**src/rtl/tbird_pkg.sv**
```systemverilog
// tbird_pkg: lamp states, pattern constants, direction codes and decode helpers.
// The HZ state and hazard pattern acceptance exist only when TBIRD_HAZARD_EN is defined.
package tbird_pkg;

    typedef enum logic [3:0] {
        OFF, L1, L2, L3, R1, R2, R3, UNSYNC
`ifdef TBIRD_HAZARD_EN
        , HZ
`endif
    } lamp_state_t;

    localparam logic [5:0] PAT_OFF = 6'b000000;
    localparam logic [5:0] PAT_L1  = 6'b001000;
    localparam logic [5:0] PAT_L2  = 6'b011000;
    localparam logic [5:0] PAT_L3  = 6'b111000;
    localparam logic [5:0] PAT_R1  = 6'b000100;
    localparam logic [5:0] PAT_R2  = 6'b000110;
    localparam logic [5:0] PAT_R3  = 6'b000111;
    localparam logic [5:0] PAT_HZ  = 6'b111111;

    localparam logic [1:0] DIR_IDLE  = 2'b00;
    localparam logic [1:0] DIR_LEFT  = 2'b01;
    localparam logic [1:0] DIR_RIGHT = 2'b10;
    localparam logic [1:0] DIR_OTHER = 2'b11;

    // UNSYNC doubles as the "illegal pattern" marker
    function automatic lamp_state_t decode_pat(input logic [5:0] p);
        case (p)
            PAT_OFF: return OFF;
            PAT_L1:  return L1;
            PAT_L2:  return L2;
            PAT_L3:  return L3;
            PAT_R1:  return R1;
            PAT_R2:  return R2;
            PAT_R3:  return R3;
`ifdef TBIRD_HAZARD_EN
            PAT_HZ:  return HZ;
`endif
            default: return UNSYNC;
        endcase
    endfunction

    function automatic lamp_state_t succ(input lamp_state_t s);
        case (s)
            L1:      return L2;
            L2:      return L3;
            R1:      return R2;
            R2:      return R3;
            L3, R3:  return OFF;
`ifdef TBIRD_HAZARD_EN
            HZ:      return OFF;
`endif
            default: return UNSYNC;
        endcase
    endfunction

    function automatic logic is_start(input lamp_state_t s);
`ifdef TBIRD_HAZARD_EN
        return s inside {OFF, L1, R1, HZ};
`else
        return s inside {OFF, L1, R1};
`endif
    endfunction

    function automatic logic [1:0] dir_of(input lamp_state_t s);
        return s == OFF ? DIR_IDLE
             : s inside {L1, L2, L3} ? DIR_LEFT
             : s inside {R1, R2, R3} ? DIR_RIGHT : DIR_OTHER;
    endfunction

    function automatic logic [1:0] phase_of(input lamp_state_t s);
        return s inside {L1, R1} ? 2'd1
             : s inside {L2, R2} ? 2'd2
             : (s == OFF || s == UNSYNC) ? 2'd0 : 2'd3;
    endfunction

endpackage

```
**src/rtl/tbird_lamp_monitor_sat_counter.sv**
```systemverilog
// sat_counter: W-bit up counter that sticks at all-ones.
module sat_counter #(
    parameter int W = 8
) (
    input  logic         clk,
    input  logic         rst,
    input  logic         inc,
    output logic [W-1:0] q
);
    always_ff @(posedge clk) begin
        if (rst) q <= '0;
        else if (inc && q != '1) q <= q + 1'b1;
    end
endmodule

```
**src/rtl/tbird_lamp_monitor.sv**
```systemverilog
// tbird_lamp_monitor: checks Thunderbird tail-lamp pattern sequences and counts completed ones.
// Define TBIRD_HAZARD_EN to accept the all-lamps hazard flash and expose haz_count.
module tbird_lamp_monitor
    import tbird_pkg::*;
#(
    parameter int CNT_W    = 8,
    parameter int MAX_HOLD = 1
) (
    input  logic             clk,
    input  logic             rst,
    input  logic             LC,
    input  logic             LB,
    input  logic             LA,
    input  logic             RA,
    input  logic             RB,
    input  logic             RC,
    output logic [1:0]       dir,
    output logic [1:0]       phase,
    output logic             seq_done,
    output logic             err,
    output logic             err_sticky,
    output logic [CNT_W-1:0] left_count,
    output logic [CNT_W-1:0] right_count
`ifdef TBIRD_HAZARD_EN
    ,
    output logic [CNT_W-1:0] haz_count
`endif
);
    localparam int HW = MAX_HOLD > 1 ? $clog2(MAX_HOLD) : 1;

    lamp_state_t   state_q, state_d, pat_st;
    logic [HW-1:0] hold_q, hold_d;
    logic          holding, step_ok, err_d, left_inc, right_inc;
`ifdef TBIRD_HAZARD_EN
    logic          haz_inc;
`endif

    always_comb begin
        pat_st    = decode_pat({LC, LB, LA, RA, RB, RC});
        holding   = pat_st == state_q && state_q != OFF && state_q != UNSYNC;
        step_ok   = state_q == OFF ? is_start(pat_st) : pat_st == succ(state_q);
        // UNSYNC is silent until OFF brings it back in step
        err_d     = state_q != UNSYNC && (holding ? int'(hold_q) >= MAX_HOLD - 1 : !step_ok);
        state_d   = state_q == UNSYNC ? (pat_st == OFF ? OFF : UNSYNC)
                  : !err_d ? pat_st
                  : pat_st inside {OFF, L1, R1} ? pat_st : UNSYNC;
        hold_d    = holding && !err_d ? hold_q + 1'b1 : '0;
        left_inc  = !err_d && state_q == L3 && pat_st == OFF;
        right_inc = !err_d && state_q == R3 && pat_st == OFF;
`ifdef TBIRD_HAZARD_EN
        haz_inc   = !err_d && state_q == HZ && pat_st == OFF;
`endif
    end

    always_ff @(posedge clk) begin
        if (rst) begin
            state_q    <= OFF;
            hold_q     <= '0;
            dir        <= DIR_IDLE;
            phase      <= 2'd0;
            seq_done   <= 1'b0;
            err        <= 1'b0;
            err_sticky <= 1'b0;
        end else begin
            state_q    <= state_d;
            hold_q     <= hold_d;
            dir        <= dir_of(state_d);
            phase      <= phase_of(state_d);
`ifdef TBIRD_HAZARD_EN
            seq_done   <= left_inc | right_inc | haz_inc;
`else
            seq_done   <= left_inc | right_inc;
`endif
            err        <= err_d;
            err_sticky <= err_sticky | err_d;
        end
    end

    sat_counter #(.W(CNT_W)) u_left  (.clk(clk), .rst(rst), .inc(left_inc),  .q(left_count));
    sat_counter #(.W(CNT_W)) u_right (.clk(clk), .rst(rst), .inc(right_inc), .q(right_count));
`ifdef TBIRD_HAZARD_EN
    sat_counter #(.W(CNT_W)) u_haz   (.clk(clk), .rst(rst), .inc(haz_inc),   .q(haz_count));
`endif
endmodule

```
**config.mk**
```make
export PLATFORM = sky130hd
export DESIGN_NAME = tbird_lamp_monitor
export DESIGN_NICKNAME = d
export VERILOG_FILES = /design/src/rtl/tbird_pkg.sv /design/src/rtl/tbird_lamp_monitor_sat_counter.sv /design/src/rtl/tbird_lamp_monitor.sv
export SDC_FILE = /design/constraint.sdc
export NUM_CORES = 1
export LEC_CHECK = 0
export ABC_AREA = 1
export CORE_ASPECT_RATIO = 2
export CORE_MARGIN = 2
export CORE_UTILIZATION = 30
export DETAILED_ROUTE_END_ITERATION = 8
export RECOVER_POWER = 50
export SLEW_MARGIN = 20
export SYNTH_ARGS = -nofsm -noshare
export SYNTH_HDL_FRONTEND = slang
export SYNTH_SLANG_ARGS = --single-unit
export TNS_END_PERCENT = 100
```
**constraint.sdc**
```tcl
create_clock -name clk -period 1.8 [get_ports clk]
set_clock_uncertainty 0.15 [all_clocks]
set_input_delay 0.36 -clock clk [delete_from_list [all_inputs] [get_ports clk]]
set_output_delay 0.36 -clock clk [all_outputs]
set_load 0.005 [all_outputs]
```
Word level (Yosys, flattened, before mapping)
Index checks and enable logic that the tools add are counted.

operators by class
  add/subtract/negate cells = 2
  equality and inequality tests = 27
  muxes and demuxes = 13
  bitwise gates (word level) = 2
  reduce and logical (&&, ||, !) cells = 26

operator list
  kind                                            number
  == test 4 x 3 -> 1 bit (second input constant)  9
  one-hot mux 3 bit (7 select lines)              1
  == test 6 x 3 -> 1 bit (second input constant)  3
  adder 8 x 1 -> 8 bit (second input constant)    2
  == test 4 x 2 -> 1 bit (second input constant)  4
  != test 8 bit (second input constant)           2
  one-hot mux 3 bit (5 select lines)              1
  == test 4 x 1 -> 1 bit (second input constant)  3
  zero test 4 bit                                 3
  2-to-1 mux 4 bit                                3
  logical AND 1 bit                               9
  nonzero test 3 bit                              3
  == test 4 bit                                   2
  == test 6 x 4 -> 1 bit (second input constant)  1
  == test 6 x 5 -> 1 bit (second input constant)  1
  == test 6 bit (second input constant)           1
  zero test 6 bit                                 1
  OR reduction 2 bit                              3
  2-to-1 mux 1 bit                                5
  2-to-1 mux 2 bit                                2
  != test 4 x 3 -> 1 bit (second input constant)  1
  nonzero test 2 bit                              2
  nonzero test 4 bit                              1
  2-to-1 mux 3 bit                                1
  other kinds (4)                                 6

word-level totals
  register bits after elaboration = 27
  input bits = 8
  output and inout port bits = 23

Longest topological paths before layout
Gate-level depths: netlist of run 1.

  depth in word-level cells = 15
  gate-level depth with buffers = 16
  mapped depth without buffers = 16

Cells and area by module
A second synthesis of run 1 with hierarchy kept.

second synthesis, totals
  cells, all modules = 268
  area total of the unflattened synthesis = 1654.1 um2

by module, submodules not included
  module              instances  cells each  area an instance (um2)  seq. area each (um2)
  sat_counter         2          77          484.2                   160.2
  tbird_lamp_monitor  1          114         685.7                   200.2

Worst setup path before layout of run 1
OpenSTA, ideal clock, no wires.

  path kind = register -> register
  from = register u_right.q[0]
  to = register u_right.q[4]
  library setup time = 132 ps
  data arrival time = 1672 ps
  path slack = -154 ps
  stages on the path, launching flop included = 8
  path buffers = 0
  period minus slack after synthesis = 1954 ps
  path through = dfxtp_1 ha_1 inv_1 nor4_1 a31oi_4 nand3_1 o21ai_0 nor3b_1

on the way
  cells in the longest elaborated chain, start to end = 2

ends and longest elaborated chain
  what                                                                          RTL line                              text
  start, declared                                                               tbird_lamp_monitor_sat_counter.sv:8   output logic [W-1:0] q
  start signal, assigned                                                        tbird_lamp_monitor_sat_counter.sv:12  else if (inc && q != '1) q <= q + 1'b1;
  parallel branches: the longest is 2 deep, another holds adder 8 x 1 -> 8 bit  -

Several ways; the timed one is not identified.
A chain may end at the register's enable or synchronous reset.

Final worst setup path of run 1
  from = input RB
  to = register phase[0]

on the way
  cells in the longest elaborated chain, start to end = 15

ends and longest elaborated chain
  what                                                              RTL line                                   text
  start, declared                                                   tbird_lamp_monitor.sv:15                   input logic RB,
  == test 6 x 3 -> 1 bit, or another cell as far along              tbird_pkg.sv:28                            case (p)
  one-hot mux 3 bit (7 select lines) *                              tbird_pkg.sv:28
  == test 4 x 1 -> 1 bit, or another cell as far along              tbird_pkg.sv:61, tbird_lamp_monitor.sv:46
  nonzero test 3 bit                                                tbird_pkg.sv:61, tbird_lamp_monitor.sv:46
  2-to-1 mux 1 bit                                                  tbird_lamp_monitor.sv:41                   step_ok = state_q == OFF ? is_start(pat_st) : pat_st == succ(state_q);
  zero test 1 bit                                                   tbird_lamp_monitor.sv:43                   err_d = state_q != UNSYNC && (holding ? int'(hold_q) >= MAX_HOLD - 1 : !step_ok);
  2-to-1 mux 1 bit                                                  tbird_lamp_monitor.sv:43
  logical AND 1 bit                                                 tbird_lamp_monitor.sv:43
  2-to-1 mux 4 bit                                                  tbird_lamp_monitor.sv:45                   : !err_d ? pat_st
  2-to-1 mux 4 bit *                                                tbird_lamp_monitor.sv:44                   state_d = state_q == UNSYNC ? (pat_st == OFF ? OFF : UNSYNC)
  == test 4 x 3 -> 1 bit / zero test 4 bit (equally long branches)  tbird_pkg.sv:74                            : (s == OFF || s == UNSYNC) ? 2'd0 : 2'd3;
  logical OR 1 bit                                                  tbird_pkg.sv:74
  2-to-1 mux 2 bit                                                  tbird_pkg.sv:74
  2-to-1 mux 2 bit                                                  tbird_pkg.sv:73                            : s inside {L2, R2} ? 2'd2
  2-to-1 mux 1 bit *                                                tbird_pkg.sv:72                            return s inside {L1, R1} ? 2'd1
  end signal, assigned                                              tbird_lamp_monitor.sv:68                   phase <= phase_of(state_d);
  end, declared                                                     tbird_lamp_monitor.sv:18                   output logic [1:0] phase,

Mark *: on every way between the ends. The rest lies on a longest branch, timed or not.

==> results of run 1 <==
## sequential cells by signal, summed over array words and instances (netlist names)
register and cells:
err 1, dir 2, seq_done 1, u_left.q 8
phase 2, err_sticky 1, state_q 3, u_right.q 8
## critical path: cells and delay by family
kind	cells	cell delay, ps
buffers and inverters	3	390
AND/OR/NAND/NOR	10	900
XOR/XNOR	1	170
## cells in the final DEF (no fill, tap or decap), drive strengths merged
cell and n:
and3 1, nand2 54, xor2 1, a31oi 4, a21oi 20, buf 52
nor2 23, dfxtp 26, o21ai 16, nand3 18, bufinv 1, nand4 1
ha 2, nor4 2, nor3 5, nor3b 1, dlygate4sd3 8, inv 39
dlymetal6s2s 1, clkdlybuf4s50 15, clkbuf 3, nand3b 3
## what timing repair did
item / 4_1_cts / 5_1_grt
resized for setup: 65 / 37
hold buffers: 0 / 0
pin swaps: 23 / 23
cloned: 0 / 0
endpoints found under the setup margin: 25 / 23
buffers inserted: 7 / 5
## layout make-up
cell class                 instances  area (um^2)  share of cell area (%)
inverter                          39          146                    5.78
tap                               57         71.3                    2.82
timing repair buffer              76          684                    27.0
clock inverter                     1         30.0                    1.19
clock buffer                       3         41.3                    1.63
sequential                        26          528                    20.9
multi-input combinational        151         1030                    40.7
## report_power, final
part           internal, mW  leakage [nW]  switching, mW
clock network         0.298        0.0357          0.192
logic                 0.149         0.869          0.158
registers             0.597         0.214         0.0121
## routing by layer
metal	vias to the layer above	track usage [%]	share of wire (%)
met3	10	1.30	2.8
li1	863	-	-
met4	0	6.59	2.3
met1	755	14.9	35
met2	27	29.4	59
met5	-	0	0
## cells by family after synthesis
| family | synth area share, % |
|---|---|
| fa+ha+maj | 1.68 |
| simple gates | 36.9 |
| flops | 35.0 |
| xor+xnor | 0.589 |
| buf+inv | 10.4 |
| compound gates | 15.5 |
## metrics by stage
step | setup WS (ps) | hold slack (ps) | total power, mW | cell area (um^2) | TNS, ps
after floorplan | 28.8 | 302 | 0.744 | 1520 | 0
after global placement | -727 | 313 | 0.875 | 2140 | -13980
after detailed placement | -760 | 312 | 0.876 | 2140 | -14430
after CTS | -11.8 | 304 | 1.40 | 2410 | -20.4
after global routing | -99.0 | 355 | 1.47 | 2530 | -719
final | 5.65 | 332 | 1.41 | 2530 | 0
## worst max-delay path by stage
stage / startpoint / endpoint / slack, ps / cells past startpoint
floorplan: u_right.q[0] / u_right.q[4] / 30 / 7
global placement: RB / phase[0] / -730 / 13
detailed placement: RC / phase[0] / -760 / 13
CTS: RC / phase[0] / -10 / 14
global route: RB / phase[1] / -100 / 15
finish: RB / phase[0] / 6 / 14
==> flow_metrics.tcl, run 1 <==
set metrics [dict create \
    status "finished clean" \
    drt_first_pass_iters 4 \
    cp.required_ps 1830 \
    die_y_um 104 \
    cts_sinks 26 \
    numCtsBuffers 3 \
    grt_util_all_layers_pct 15.3 \
    post_drt_wl_per_cell_um 11.8 \
    nets 307 \
    crit_type "in2reg" \
    dieArea_um2 5570 \
    start_util_pct 30.8 \
    tightest_slew_ps 327 \
    async_flop_share_pct 0 \
    rsz0062_at_grt "yes" \
    path_max_fanout 5 \
    clock_latency_ps 270 \
    htree_levels 1 \
    relSlewSlack_pct 78.1 \
    min_to "err_sticky" \
    place_inst 338 \
    finalSetupViolations 0 \
    grt_remaining_overflow 0 \
    drive_gt1_share_pct 40.9 \
    hold_path.class "reg2reg" \
    p_per_area_nw_per_um2 555 \
    yosysMostFrequentCell "nand2_1" \
    ys_warn_count 0 \
    clk_path_buf_depth 2 \
    cp_cell_sequence "buf_8, nor2_4, buf_6, nand3_4, buf_12, nand2_8, xor2_2, nand3_2, nand2_2, nand2_2, nand3_4, nand2_2, nor2_2, nor3_2" \
    finalWeightedCongestion 0.788 \
    timing.rr.end "u_left.q[3]" \
    syn_area_per_cell_um2 6.82 \
    min_period_over_period_pct 99.7 \
    drv_cap 0 \
    clk_pin_slew_worst_paths_ps 100 \
    netlist_instances 218 \
    drt_iter0_drc 21 \
    timing.rr.start "u_left.q[2]" \
    viasPerCell 4.69 \
    yosysSeqAreaShare_pct 35.0 \
    yosys.area.top_type_share_pct 35.0 \
    grt_pass1_vias 1645 \
    fillCellCount 450 \
    slowest_stage "xor2_2" \
    syn_nets 228 \
    hold_viol_final 0 \
    cp-start-kind "input port" \
    finalMaxSlewViolations 0 \
    drtAntennaViolNets 0 \
    synth.cell_area_um2 1490 \
    layout_min_cycle_time_ps 1790 \
    synth_area_leader_cell "dfxtp_1" \
    clockRootBuffer "clkbuf_8" \
    path_common_cell "nand2_2" \
    routed_wl_mm 4.15 \
    vdd_drop_max_mv 0.579 \
    antenna_found_initial 0 \
    dieWidth_um 53.8 \
    min-delay-start "err_sticky" \
    synth_seq_cells 26 \
    numPortBuffers 30 \
    grt_max_degree 16 \
    worstPathArrival_ps 1820 \
    antennaDiodeCount 0 \
    vias 1655 \
    rows 36 \
    coreArea_um2 4820 \
    area_delta_synth_final_pct 70.3 \
    grt_first_pass_wirelength_mm 6.58 \
    final_core_util_pct 52.5 \
    end_kind "flop" \
    dominantRegCellSynth "dfxtp_1" \
    tritoncts "yes" \
    io-pin-count 31 \
    power.leakage_nw 1.12 \
    cpPeakStageDelay_ps 170 \
    ys_top_cells_by_count "nand2_1, inv_1, dfxtp_1" \
    synth-edff-count 0 \
    yosysUniqueCellTypes 30 \
    synth_area_leaders "dfxtp_1, nand2_1, inv_1" \
    hold_depth 2 \
    reg2reg_depth 8 \
    fmax_mhz 557 \
    stdcell_count 353 \
    dp_hpwl_mm 3.07 \
    regToRegSetupSlack_ps 30 \
    route.detailed.drc 0 \
]
Power figures use the tool's default switching activity.
==> inputs of run 2 (changes only) <==
- CTS_CLUSTER_SIZE: unset -> 25
- GPL_TIMING_DRIVEN: unset -> 1
- PLACE_DENSITY_LB_ADDON: unset -> 0.3
==> run 2 against run 1 <==
Net effect:
- global-route usage increased by 0.067 points
- combinational power decreased by 5%
- largest cell class unchanged
- clock power decreased by 23%
- critical path depth decreased by 3
- via count decreased by 1.6%
- sequential cell count unchanged
- core utilization decreased by 1.7 points
- final cell count decreased by 0.85%
- wire length decreased by 5.7%
==> flow_metrics.tcl, run 2 (synthesis results as in run 1) <==
set metrics [dict create \
    status "finished clean" \
    finalMaxSlewViolations 0 \
    vdd_drop_max_mv 0.566 \
    min-delay-start "err_sticky" \
    final_common_cell "buf_4" \
    ctsHoldBuffers 0 \
    fmax_mhz 567 \
    tritoncts "yes" \
    route.detailed.drc 0 \
    rsz0062_at_grt "yes" \
    tightest_slew_ps 334 \
    relSlewSlack_pct 77.6 \
    drtAntennaViolNets 0 \
    path_max_fanout 4 \
    final_cell_mix "buf_4, nand2_1, inv_1" \
    antennaDiodeCount 0 \
    hold_path.class "reg2reg" \
    grt_pass1_vias 1614 \
    grt_busiest_layer "met2" \
    drt_first_pass_iters 4 \
    p_total_mw 1.28 \
    drv_cap 0 \
    internal-power_mw 0.934 \
    grt_remaining_overflow 0 \
    clock_latency_ps 270 \
    min_to "err_sticky" \
    vias 1628 \
    regToRegSetupSlack_ps 40 \
    start_util_pct 30.8 \
    routed_wl_mm 3.92 \
    globalRouteMet1Util_pct 16.3 \
    timing.rr.end "u_left.q[7]" \
    end_kind "flop" \
    clk_path_buf_depth 2 \
    htree_levels 1 \
    viasPerCell 4.65 \
    fin_area_um2 2450 \
    drive_gt1_share_pct 39.2 \
    dieArea_um2 5570 \
    top_regs "u_left.q (8), u_right.q (8), state_q (3)" \
    antenna_found_initial 0 \
    coreArea_um2 4820 \
    io-pin-count 31 \
    nets 304 \
    post_drt_wl_per_cell_um 11.2 \
    use_met3_pct 1.30 \
    dp_hpwl_mm 2.90 \
    finalWeightedCongestion 0.803 \
    cts_sinks 26 \
    numCtsBuffers 3 \
    crit_type "reg2reg" \
    dieWidth_um 53.8 \
    timing.rr.start "state_q[0]" \
    reg2reg_depth 11 \
    use_met2_pct 27.8 \
    cp.required_ps 1860 \
    min_period_over_period_pct 98.0 \
    power_frac_clock_pct 29.6 \
    slowest_stage "dfxtp_4" \
    hold_depth 2 \
    numPortBuffers 30 \
    p_sw_mw 0.347 \
    grt_util_all_layers_pct 15.3 \
    critPathBufInv 2 \
    cp-start-kind "flop" \
    cp_cell_sequence "nand2_2, nor2_4, buf_4, nand2_2, a31oi_4, inv_2, nor2_4, nand3_2, nor2_2, o21ai_1, a21oi_1" \
    combPwrFrac_pct 22.9 \
    layout_min_cycle_time_ps 1760 \
    hold_viol_final 0 \
    power.leakage_nw 1.09 \
    clk_pin_slew_worst_paths_ps 90 \
    p_per_area_nw_per_um2 523 \
    critical-path-top-delay-family "simple AND/OR/NAND/NOR gates" \
    die_y_um 104 \
    clockRootBuffer "clkbuf_8" \
    finalSetupViolations 0 \
    worstPathArrival_ps 1830 \
    dpl_cell_area_um2 2120 \
    p_sw_share_pct 27.1 \
    power_frac_seq_pct 47.5 \
    area_delta_synth_final_pct 64.9 \
    grt_max_degree 15 \
    cpPeakStageDelay_ps 370 \
    drt_iter0_drc 13 \
    grt_first_pass_wirelength_mm 6.60 \
    rows 36 \
]
[run 2: changes by cell type in the layout (fill, tap and decap cells not counted), moves of 2 or more]
cell / change
a21oi_2: -2
a21oi_1: +2
o21ai_0: -2
buf_6: -2
buf_12: -2
inv_2: -2
nor2_2: +2
nand2_1: +2
nand2_2: -2
o21ai_1: +2
[run 2: area by class of cell]
| class | instances | area (um^2) |
|---|---|---|
| Timing Repair Buffer | 73 | 639 |
| Multi-Input combinational cell | 151 | 1000 |
| Clock buffer | 4 | 55.1 |
| Fill cell | 459 | 2370 |
| Sequential cell | 26 | 532 |
| Tap cell | 57 | 71.3 |
| Inverter | 39 | 149 |
[run 2: metal layers]
metal,routed length [um],vias up
li1,-,853
met1,1420,739
met2,2280,24
met3,77,12
met4,138,0
met5,0,-
[run 2: how the worst max path moves through the flow]
| stage | startpoint | cells after the start | endpoint |
|---|---|---|---|
| 2_1_floorplan | u_right.q[0] | 7 | u_right.q[4] |
| 3_3_place_gp | RB | 9 | u_right.q[4] |
| 3_5_place_dp | RC | 9 | u_right.q[4] |
| 4_1_cts | RC | 12 | u_left.q[7] |
| 5_1_grt | state_q[0] | 15 | phase[1] |
| 6_report | state_q[0] | 11 | u_left.q[7] |
[run 2: tightest hold or removal path, stage by stage, from the launching register on]
cell,delay [ps]
dfxtp_1,340
nand2_1,50
o21ai_0,50
[run 2: metrics by stage]
step | TNS [ps] | utilization, % | worst slack, ps | std cells | hold WS (ps)
floorplan | 0 | - | 28.8 | 218 | 302
global placement | -13650 | 44.0 | -701 | 335 | 306
detailed placement | -14070 | 44.0 | -707 | 335 | 309
CTS | -24.3 | 48.2 | -24.3 | 348 | 331
global route | -981 | 50.9 | -137 | 350 | 384
finish | 0 | 50.9 | 35.8 | 350 | 321
[run 2: power groups by stage]
stage	Combinational, mW	Sequential [mW]	Clock [mW]
6_report	0.293	0.609	0.379
5_1_grt	0.325	0.612	0.415
4_1_cts	0.272	0.606	0.389
3_5_place_dp	0.244	0.620	0
3_3_place_gp	0.243	0.621	0
2_1_floorplan	0.124	0.621	0
[run 2: repair_timing]
item / 4_1_cts / 5_1_grt
setup buffers: 9 / 2
resized for setup: 53 / 45
pin swaps: 21 / 27
cloned: 0 / 0
endpoints found under the setup margin: 25 / 23
==> inputs of run 3 (changes only) <==
- ABC_CLOCK_PERIOD_IN_PS: unset -> 1800
- PLACE_DENSITY_LB_ADDON: 0.3 -> unset
==> results of run 3 <==
No change in the layout: final DEF, timing and power equal those of run 1.
